==> config.mk <==
export PLATFORM = sky130hd
export DESIGN_NAME = send
export DESIGN_NICKNAME = d
export VERILOG_FILES = /design/src/rtl/comms_pkg.sv /design/src/rtl/baud_tick.sv /design/src/rtl/send.sv
export SDC_FILE = /design/constraint.sdc
export NUM_CORES = 2
export LEC_CHECK = 0
export CAP_MARGIN = 20
export CORE_UTILIZATION = 25
export CTS_CLUSTER_SIZE = 40
export DETAILED_ROUTE_END_ITERATION = 6
export PLACE_DENSITY_LB_ADDON = 0.2
export SLEW_MARGIN = 5
export SYNTH_ARGS = -nofsm -noshare
export SYNTH_HDL_FRONTEND = slang
export SYNTH_SLANG_ARGS = --single-unit
==> constraint.sdc <==
create_clock -name clk_in -period 2.4 [get_ports clk_in]
set_input_delay 0.48 -clock clk_in [delete_from_list [all_inputs] [get_ports clk_in]]
set_output_delay 0.48 -clock clk_in [all_outputs]
set_load 0.01 [all_outputs]
==> src/rtl/comms_pkg.sv <==
// Shared serial-link definitions: frame FSM states, line levels and counter sizing.
// Used by both the transmitter and the receiver side.
package comms_pkg;

  typedef enum logic [2:0] {
    IDLE   = 3'd0,
    START  = 3'd1,
    DATA   = 3'd2,
    PARITY = 3'd3,
    STOP   = 3'd4
  } comms_state_e;

  localparam logic IDLE_LEVEL  = 1'b1;
  localparam logic START_LEVEL = 1'b0;
  localparam logic STOP_LEVEL  = 1'b1;

  // ceil(log2(n)), but never narrower than one bit so a ratio of 1 still has a counter
  function automatic int counterWidth(input int n);
    return (n < 2) ? 1 : $clog2(n);
  endfunction

endpackage

==> src/rtl/baud_tick.sv <==
// Baud-period counter: counts 0..RATIO-1 while enabled and flags the last cycle of each bit.
// Shared by the transmitter and receiver.
module baud_tick
  import comms_pkg::*;
#(
  parameter int RATIO = 8
) (
  input  logic i_clk,
  input  logic i_rstN,
  input  logic i_clear,
  input  logic i_enable,
  output logic o_wrap
);

  localparam int CNT_W = counterWidth(RATIO);
  localparam logic [CNT_W-1:0] LAST = CNT_W'(RATIO - 1);

  logic [CNT_W-1:0] r_count;

  assign o_wrap = i_enable && (r_count == LAST);

  always_ff @(posedge i_clk) begin
    if (!i_rstN) begin
      r_count <= '0;
    end else if (i_clear) begin
      r_count <= '0;
    end else if (i_enable) begin
      r_count <= o_wrap ? '0 : r_count + CNT_W'(1);
    end
  end

endmodule

==> src/rtl/send.sv <==
// Serial frame transmitter: start bit, payload LSB first, stop bit; all outputs registered.
// Define SEND_PARITY_EN to insert an even-parity bit between the payload and the stop bit.
module send
  import comms_pkg::*;
#(
  parameter int REGISTER_SIZE  = 1024,
  parameter int CLK_BAUD_RATIO = 8
) (
  input  logic                     clk_in,
  input  logic                     rst_n_in,
  input  logic                     start_in,
  input  logic [REGISTER_SIZE-1:0] register_in,
  output logic                     tx_out,
  output logic                     busy_out,
  output logic                     done_out
);

  localparam int BIT_W = counterWidth(REGISTER_SIZE);
  localparam logic [BIT_W-1:0] LAST_BIT = BIT_W'(REGISTER_SIZE - 1);

  comms_state_e             r_state;
  comms_state_e             w_nextState;
  logic [REGISTER_SIZE-1:0] r_shift;
  logic [REGISTER_SIZE-1:0] w_shiftNext;
  logic [BIT_W-1:0]         r_bitCnt;
  logic [BIT_W-1:0]         w_bitCntNext;
  logic                     r_tx;
  logic                     w_txNext;
  logic                     r_busy;
  logic                     w_busyNext;
  logic                     r_done;
  logic                     w_doneNext;
  logic                     w_accept;
  logic                     w_baudEnable;
  logic                     w_baudWrap;

  assign w_accept     = (r_state == IDLE) && start_in;
  assign w_baudEnable = (r_state != IDLE);

  baud_tick #(
    .RATIO(CLK_BAUD_RATIO)
  ) u_baudTick (
    .i_clk   (clk_in),
    .i_rstN  (rst_n_in),
    .i_clear (w_accept),
    .i_enable(w_baudEnable),
    .o_wrap  (w_baudWrap)
  );

`ifdef SEND_PARITY_EN
  logic r_parity;

  always_ff @(posedge clk_in) begin
    if (!rst_n_in) begin
      r_parity <= 1'b0;
    end else if (w_accept) begin
      r_parity <= ^register_in;
    end
  end
`endif

  // Next line level is chosen together with the transition so tx_out changes with the state
  always_comb begin
    w_nextState  = r_state;
    w_shiftNext  = r_shift;
    w_bitCntNext = r_bitCnt;
    w_txNext     = r_tx;
    w_busyNext   = r_busy;
    w_doneNext   = 1'b0;
    case (r_state)
      IDLE: begin
        w_txNext   = IDLE_LEVEL;
        w_busyNext = 1'b0;
        if (start_in) begin
          w_nextState  = START;
          w_shiftNext  = register_in;
          w_bitCntNext = '0;
          w_txNext     = START_LEVEL;
          w_busyNext   = 1'b1;
        end
      end
      START: begin
        if (w_baudWrap) begin
          w_nextState = DATA;
          w_txNext    = r_shift[0];
        end
      end
      DATA: begin
        if (w_baudWrap) begin
          if (r_bitCnt == LAST_BIT) begin
`ifdef SEND_PARITY_EN
            w_nextState = PARITY;
            w_txNext    = r_parity;
`else
            w_nextState = STOP;
            w_txNext    = STOP_LEVEL;
`endif
          end else begin
            w_bitCntNext = r_bitCnt + BIT_W'(1);
            w_shiftNext  = r_shift >> 1;
            w_txNext     = r_shift[1];
          end
        end
      end
`ifdef SEND_PARITY_EN
      PARITY: begin
        if (w_baudWrap) begin
          w_nextState = STOP;
          w_txNext    = STOP_LEVEL;
        end
      end
`endif
      STOP: begin
        if (w_baudWrap) begin
          w_nextState = IDLE;
          w_txNext    = IDLE_LEVEL;
          w_busyNext  = 1'b0;
          w_doneNext  = 1'b1;
        end
      end
      default: begin
        w_nextState = IDLE;
        w_txNext    = IDLE_LEVEL;
        w_busyNext  = 1'b0;
      end
    endcase
  end

  always_ff @(posedge clk_in) begin
    if (!rst_n_in) begin
      r_state  <= IDLE;
      r_shift  <= '0;
      r_bitCnt <= '0;
      r_tx     <= IDLE_LEVEL;
      r_busy   <= 1'b0;
      r_done   <= 1'b0;
    end else begin
      r_state  <= w_nextState;
      r_shift  <= w_shiftNext;
      r_bitCnt <= w_bitCntNext;
      r_tx     <= w_txNext;
      r_busy   <= w_busyNext;
      r_done   <= w_doneNext;
    end
  end

  assign tx_out   = r_tx;
  assign busy_out = r_busy;
  assign done_out = r_done;

endmodule

### After elaboration in Yosys (flattened, before gate mapping)

Cells that the tools add are included.

| operators by class | value |
|---|---|
| add/subtract/negate cells | 2 |
| equality and inequality tests | 11 |
| mux-type cells | 25 |
| bitwise logic cells | 2 |
| reductions and logical operators | 12 |

Operator list:

| operator | count |
|---|---|
| $mux W1024 | 3 |
| $pmux W1024 S2 | 1 |
| $mux W10 | 3 |
| $pmux W10 S2 | 1 |
| $mux W3 | 6 |
| $pmux W3 S4 | 1 |
| $add A10 B1 Y10 const B | 1 |
| $eq A10 B10 Y1 const B | 1 |
| $mux W1 | 8 |
| $eq A3 B3 Y1 const B | 2 |
| $ne A2 B1 Y1 const B | 3 |
| $ne A2 B2 Y1 const B | 3 |
| $reduce_and A5 Y1 | 1 |
| $pmux W1 S4 | 1 |
| $reduce_and A2 Y1 | 2 |
| $reduce_and A4 Y1 | 1 |
| $reduce_or A2 Y1 | 2 |
| $add A3 B1 Y3 const B | 1 |
| $eq A3 B1 Y1 const B | 1 |
| $eq A3 B2 Y1 const B | 1 |
| $logic_not A3 Y1 | 1 |
| $pmux W1 S3 | 1 |
| $reduce_and A3 Y1 | 1 |
| $reduce_bool A3 Y1 | 1 |
| 3 further kinds | 5 |

| word-level totals | value |
|---|---|
| flip-flop bits (word level) | 1043 |
| output and inout bits | 3 |
| logic and storage cells | 59 |

### Longest topological paths before layout

| logic depth | value |
|---|---|
| depth in word-level cells | 4 |
| mapped depth | 11 |
| mapped depth without buffers | 6 |

### Hierarchy

Synthesis repeated with hierarchy kept, for this count alone.

| unflattened totals | value |
|---|---|
| cell total of the unflattened synthesis | 4804 |
| area total of the unflattened synthesis | 47310.4 um^2 |

Modules (own cells, without submodules):

| module | times used | cells each | area an instance (um^2) | sequential area each (um^2) |
|---|---|---|---|---|
| send | 1 | 4789 | 47156.5 | 20820.0 |
| baud_tick | 1 | 15 | 153.9 | 60.1 |

### Worst setup path after synthesis

No wires, ideal clock.

| path | value |
|---|---|
| kind | register to register |
| start point | register u_baudTick.r_count[0] |
| end point | register r_shift[278] |
| data arrival time | 1973 ps |
| required time | 2328 ps |
| slack | 355 ps |
| stages on the path, launching flop included | 12 |
| period minus slack after synthesis | 2045 ps |
| path through | dfxtp_1 ha_1 ha_1 clkbuf_2 mux2i_1 nor3_2 o21ai_1 buf_2 buf_12 buf_12 buf_8 mux2i_1 |

| between the ends | value |
|---|---|
| cells in the longest elaborated chain, start to end | 4 |

Ends and longest elaborated chain:

| element | line | text |
|---|---|---|
| from (decl) | baud_tick.sv:18 | `logic [CNT_W-1:0] r_count;` |
| from (signal assigned) | baud_tick.sv:28 | `r_count <= o_wrap ? '0 : r_count + CNT_W'(1);` |
| $eq A3 B3 Y1 | baud_tick.sv:20 | `assign o_wrap = i_enable && (r_count == LAST);` |
| $logic_and A1 B1 Y1 | baud_tick.sv:20 |  |
| $ne A2 B1 Y1 (no line) | -- |  |
| $reduce_and A4 Y1 (no line) | -- |  |
| to (signal assigned) | send.sv:139 | `r_shift <= w_shiftNext;` |
| to (decl) | send.sv:23 | `logic [REGISTER_SIZE-1:0] r_shift;` |

Every way passes these cells.
A chain may end at the register's enable or synchronous reset.

### Worst setup path in the final report

| path | value |
|---|---|
| start point | register r_busy (netlist: busy_out) |
| end point | output port busy_out |

RTL lines:

| element | line | text |
|---|---|---|
| from (decl) | send.sv:29 | `logic r_busy;` |
| from (signal assigned) | send.sv:142 | `r_busy <= w_busyNext;` |
| to (decl) | send.sv:14 | `output logic busy_out,` |

No word-level cell between the ends.

==> reports/results.tsv <==
metric	value	unit
rsz0062_at_grt	no	
fmax	446	MHz
vdd_ir_drop_max	0.722	mV
cts_tree	done	
fin_cells	9611	
grt_pass1_wl	258000	um
drc	0	
ctsHoldBuffers	0	
critPathRequiredTime	1.92	ns
clock_latency	0.79	ns
end_kind	primary output	
dp_hpwl	130000	um
yosysTopAreaCellShare	38.7	%
ctsResizeCount	1	
post-synth-top-count-cell	nand2_1	
die_w	467	um
met3_usage	5.61	%
io_buffers	1029	
netlist-cell-type-count	45	
cp_cell_sequence	clkdlybuf4s50_1	
slowest_stage	clkdlybuf4s50_1	
synth_top_area_cell	dfxtp_1	
holdCritPathClass	primary input to flip-flop	
path_clk_slew	0.05	ns
busiest_layer	met2	
num_vias	41900	
dieArea	218000	sq um
place_area	67700	sq um
path_buf_inv	1	
final_cell_area	72100	sq um
drt_first_pass_iters	5	
final_antenna_net_count	0	
core-area	215000	sq um
grt_pass1_vias	42100	
setup_viol	0	
cts.sinks	1043	
ys_top_cells_by_count	nand2_1, dfxtp_1, mux2i_1	
synth-edff-count	0	
cts_buffers	133	
reg2reg_depth	7	
syn_nets	6724	
clk_path_buf_depth	3	
fillCellCount	22100	
cts_setup_buffers	0	
leakagePower	0.0303	uW
first_iter_violations	1750	
gr-usage-all-layers	15.5	%
worst_hold_path.endpoint	r_shift[266]$_SDFFE_PN0P_	
finalWirelength	176000	um
period_needed	2.24	ns
slew_violations	0	
grt_max_degree	162	
synth-seq-cells	1043	
r2r-end	r_shift[783]$_SDFFE_PN0P_	
initial_core_util	25.2	%
hold_depth	3	
critical_path.max_stage_delay	0.65	ns
place.gp.congestion	0.817	
routedWlPerCell	18.3	um
power.density	631	nW/um^2
timing.rr.start	r_state[2]$_SDFFE_PN0P_	
antenna_found_initial	102	
use_met2	25.6	%
fin_total_pwr	45500	uW
vias_per_cell	4.36	
crit_type	flip-flop to primary output	
status	completed	
critical_path.top_delay_family	buffers and inverters	
synth.area.top_cells	dfxtp_1, mux2i_1, mux2_2	
drv_cap	0	
hold_start	rst_n_in	
syn_avg_cell_area	9.48	sq um
area_growth	33.4	%
cp.arrival	1.76	ns
row_count	170	
synthCells	5694	
htreeDepth	4	
drive_gt1_share	18.5	%
syn_area	54000	sq um
grt_overflow_total	0	
fin_crit_sh	93.5	%
cp_max_fo	2	
placed_cells	9351	
async_flop_share	0	%
yosys_warnings	0	
die_y	467	um
root_buffer	clkbuf_16	
io_pins	1030	
rrSetupSlack	0.18	ns
start_kind	flip-flop	
tightestPinTransition	0.718	ns
final_hold_viol_count	0	
ys.flop_type	dfxtp_1	
max-slew-margin-rel	52.1	%
nNetsFinal	7678	
skew	0.0378	ns
yosysSeqAreaShare	38.7	%
grt_use_met1	18.6	%
[registers in the layout, summed over array words and instances (netlist names)]
register,count
r_shift,1024
busy_out,1
u_baudTick.r_count,3
tx_out,1
r_state,3
done_out,1
r_bitCnt,10
[metal layers]
layer,share of wire (%),wire (um)
met1,44,76400
met2,46,81100
met3,7.5,13100
met4,2.3,4070
met5,0.48,839
[logic make-up (layout without fill, tap and decap cells)]
group	Yosys count	in the layout	synth area share (%)
xor+xnor	1	1	0.0162
buf+inv	467	1508	5.68
other cells	0	38	0
fa+ha+maj	3	3	0.0695
compound gates	26	26	0.315
simple gates	2102	2102	14.8
mux	2052	2052	40.4
flops	1043	1043	38.7
[placed cells by master (no fill, tap or decap), types with 5 or more instances in the layout]
cell type	count
mux2_2	796
buf_4	172
clkinv_2	13
nor3_1	5
nor2_1	7
clkdlybuf4s50_1	1027
a21oi_1	8
clkbuf_16	139
nand2_1	2054
clkbuf_8	25
diode_2	38
mux2i_1	1029
clkbuf_1	33
buf_12	80
or3_1	7
dfxtp_1	1043
mux2_1	227
[final cells by class]
type / count / area [sq um] / share of cell area, %
timing repair buffer: 1281 / 13200 / 18.3
multi-input combinational: 4184 / 30100 / 41.7
antenna: 38 / 95.1 / 0.132
inverter: 5 / 18.8 / 0.0260
clock inverter: 25 / 287 / 0.398
sequential: 1043 / 20900 / 29.0
clock buffer: 197 / 3950 / 5.48
tap: 2838 / 3550 / 4.93
[worst min-delay path: stages]
cell	delay, ns
buf_16	0.18
nand2_1	0.10
mux2i_1	0.05
[metrics by stage]
stage          setup slack [ns]  setup TNS, ns  hold WS, ns  util [%]
6_report                  0.157              0        0.121      33.6
5_1_grt                  0.0223              0       0.0972      33.5
4_1_cts                  0.0421              0       0.0524      33.5
3_5_place_dp            -0.0616          -2.02        0.448      31.6
3_3_place_gp            -0.0198         -0.226        0.440      31.6
2_1_floorplan             0.355              0        0.432         -
[how the worst max path moves through the flow]
stage	startpoint	endpoint	slack, ns	cells after the start
detailed placement	start_in	r_shift[1009]$_SDFFE_PN0P_	-0.06	8
CTS	busy_out$_SDFFE_PN0P_	busy_out	0.04	1
global route	busy_out$_SDFFE_PN0P_	busy_out	0.02	1
global placement	start_in	r_shift[48]$_SDFFE_PN0P_	-0.02	8
floorplan	u_baudTick.r_count[0]$_SDFFE_PP0P_	r_shift[278]$_SDFFE_PN0P_	0.36	11
finish	busy_out$_SDFFE_PN0P_	busy_out	0.16	1
[power breakdown]
part | internal [uW] | switching, uW
logic | 3710 | 2690
clock network | 11700 | 8210
registers | 18600 | 624
total | 33900 | 11500
Note: power is estimated with default switching activity, not from simulation.
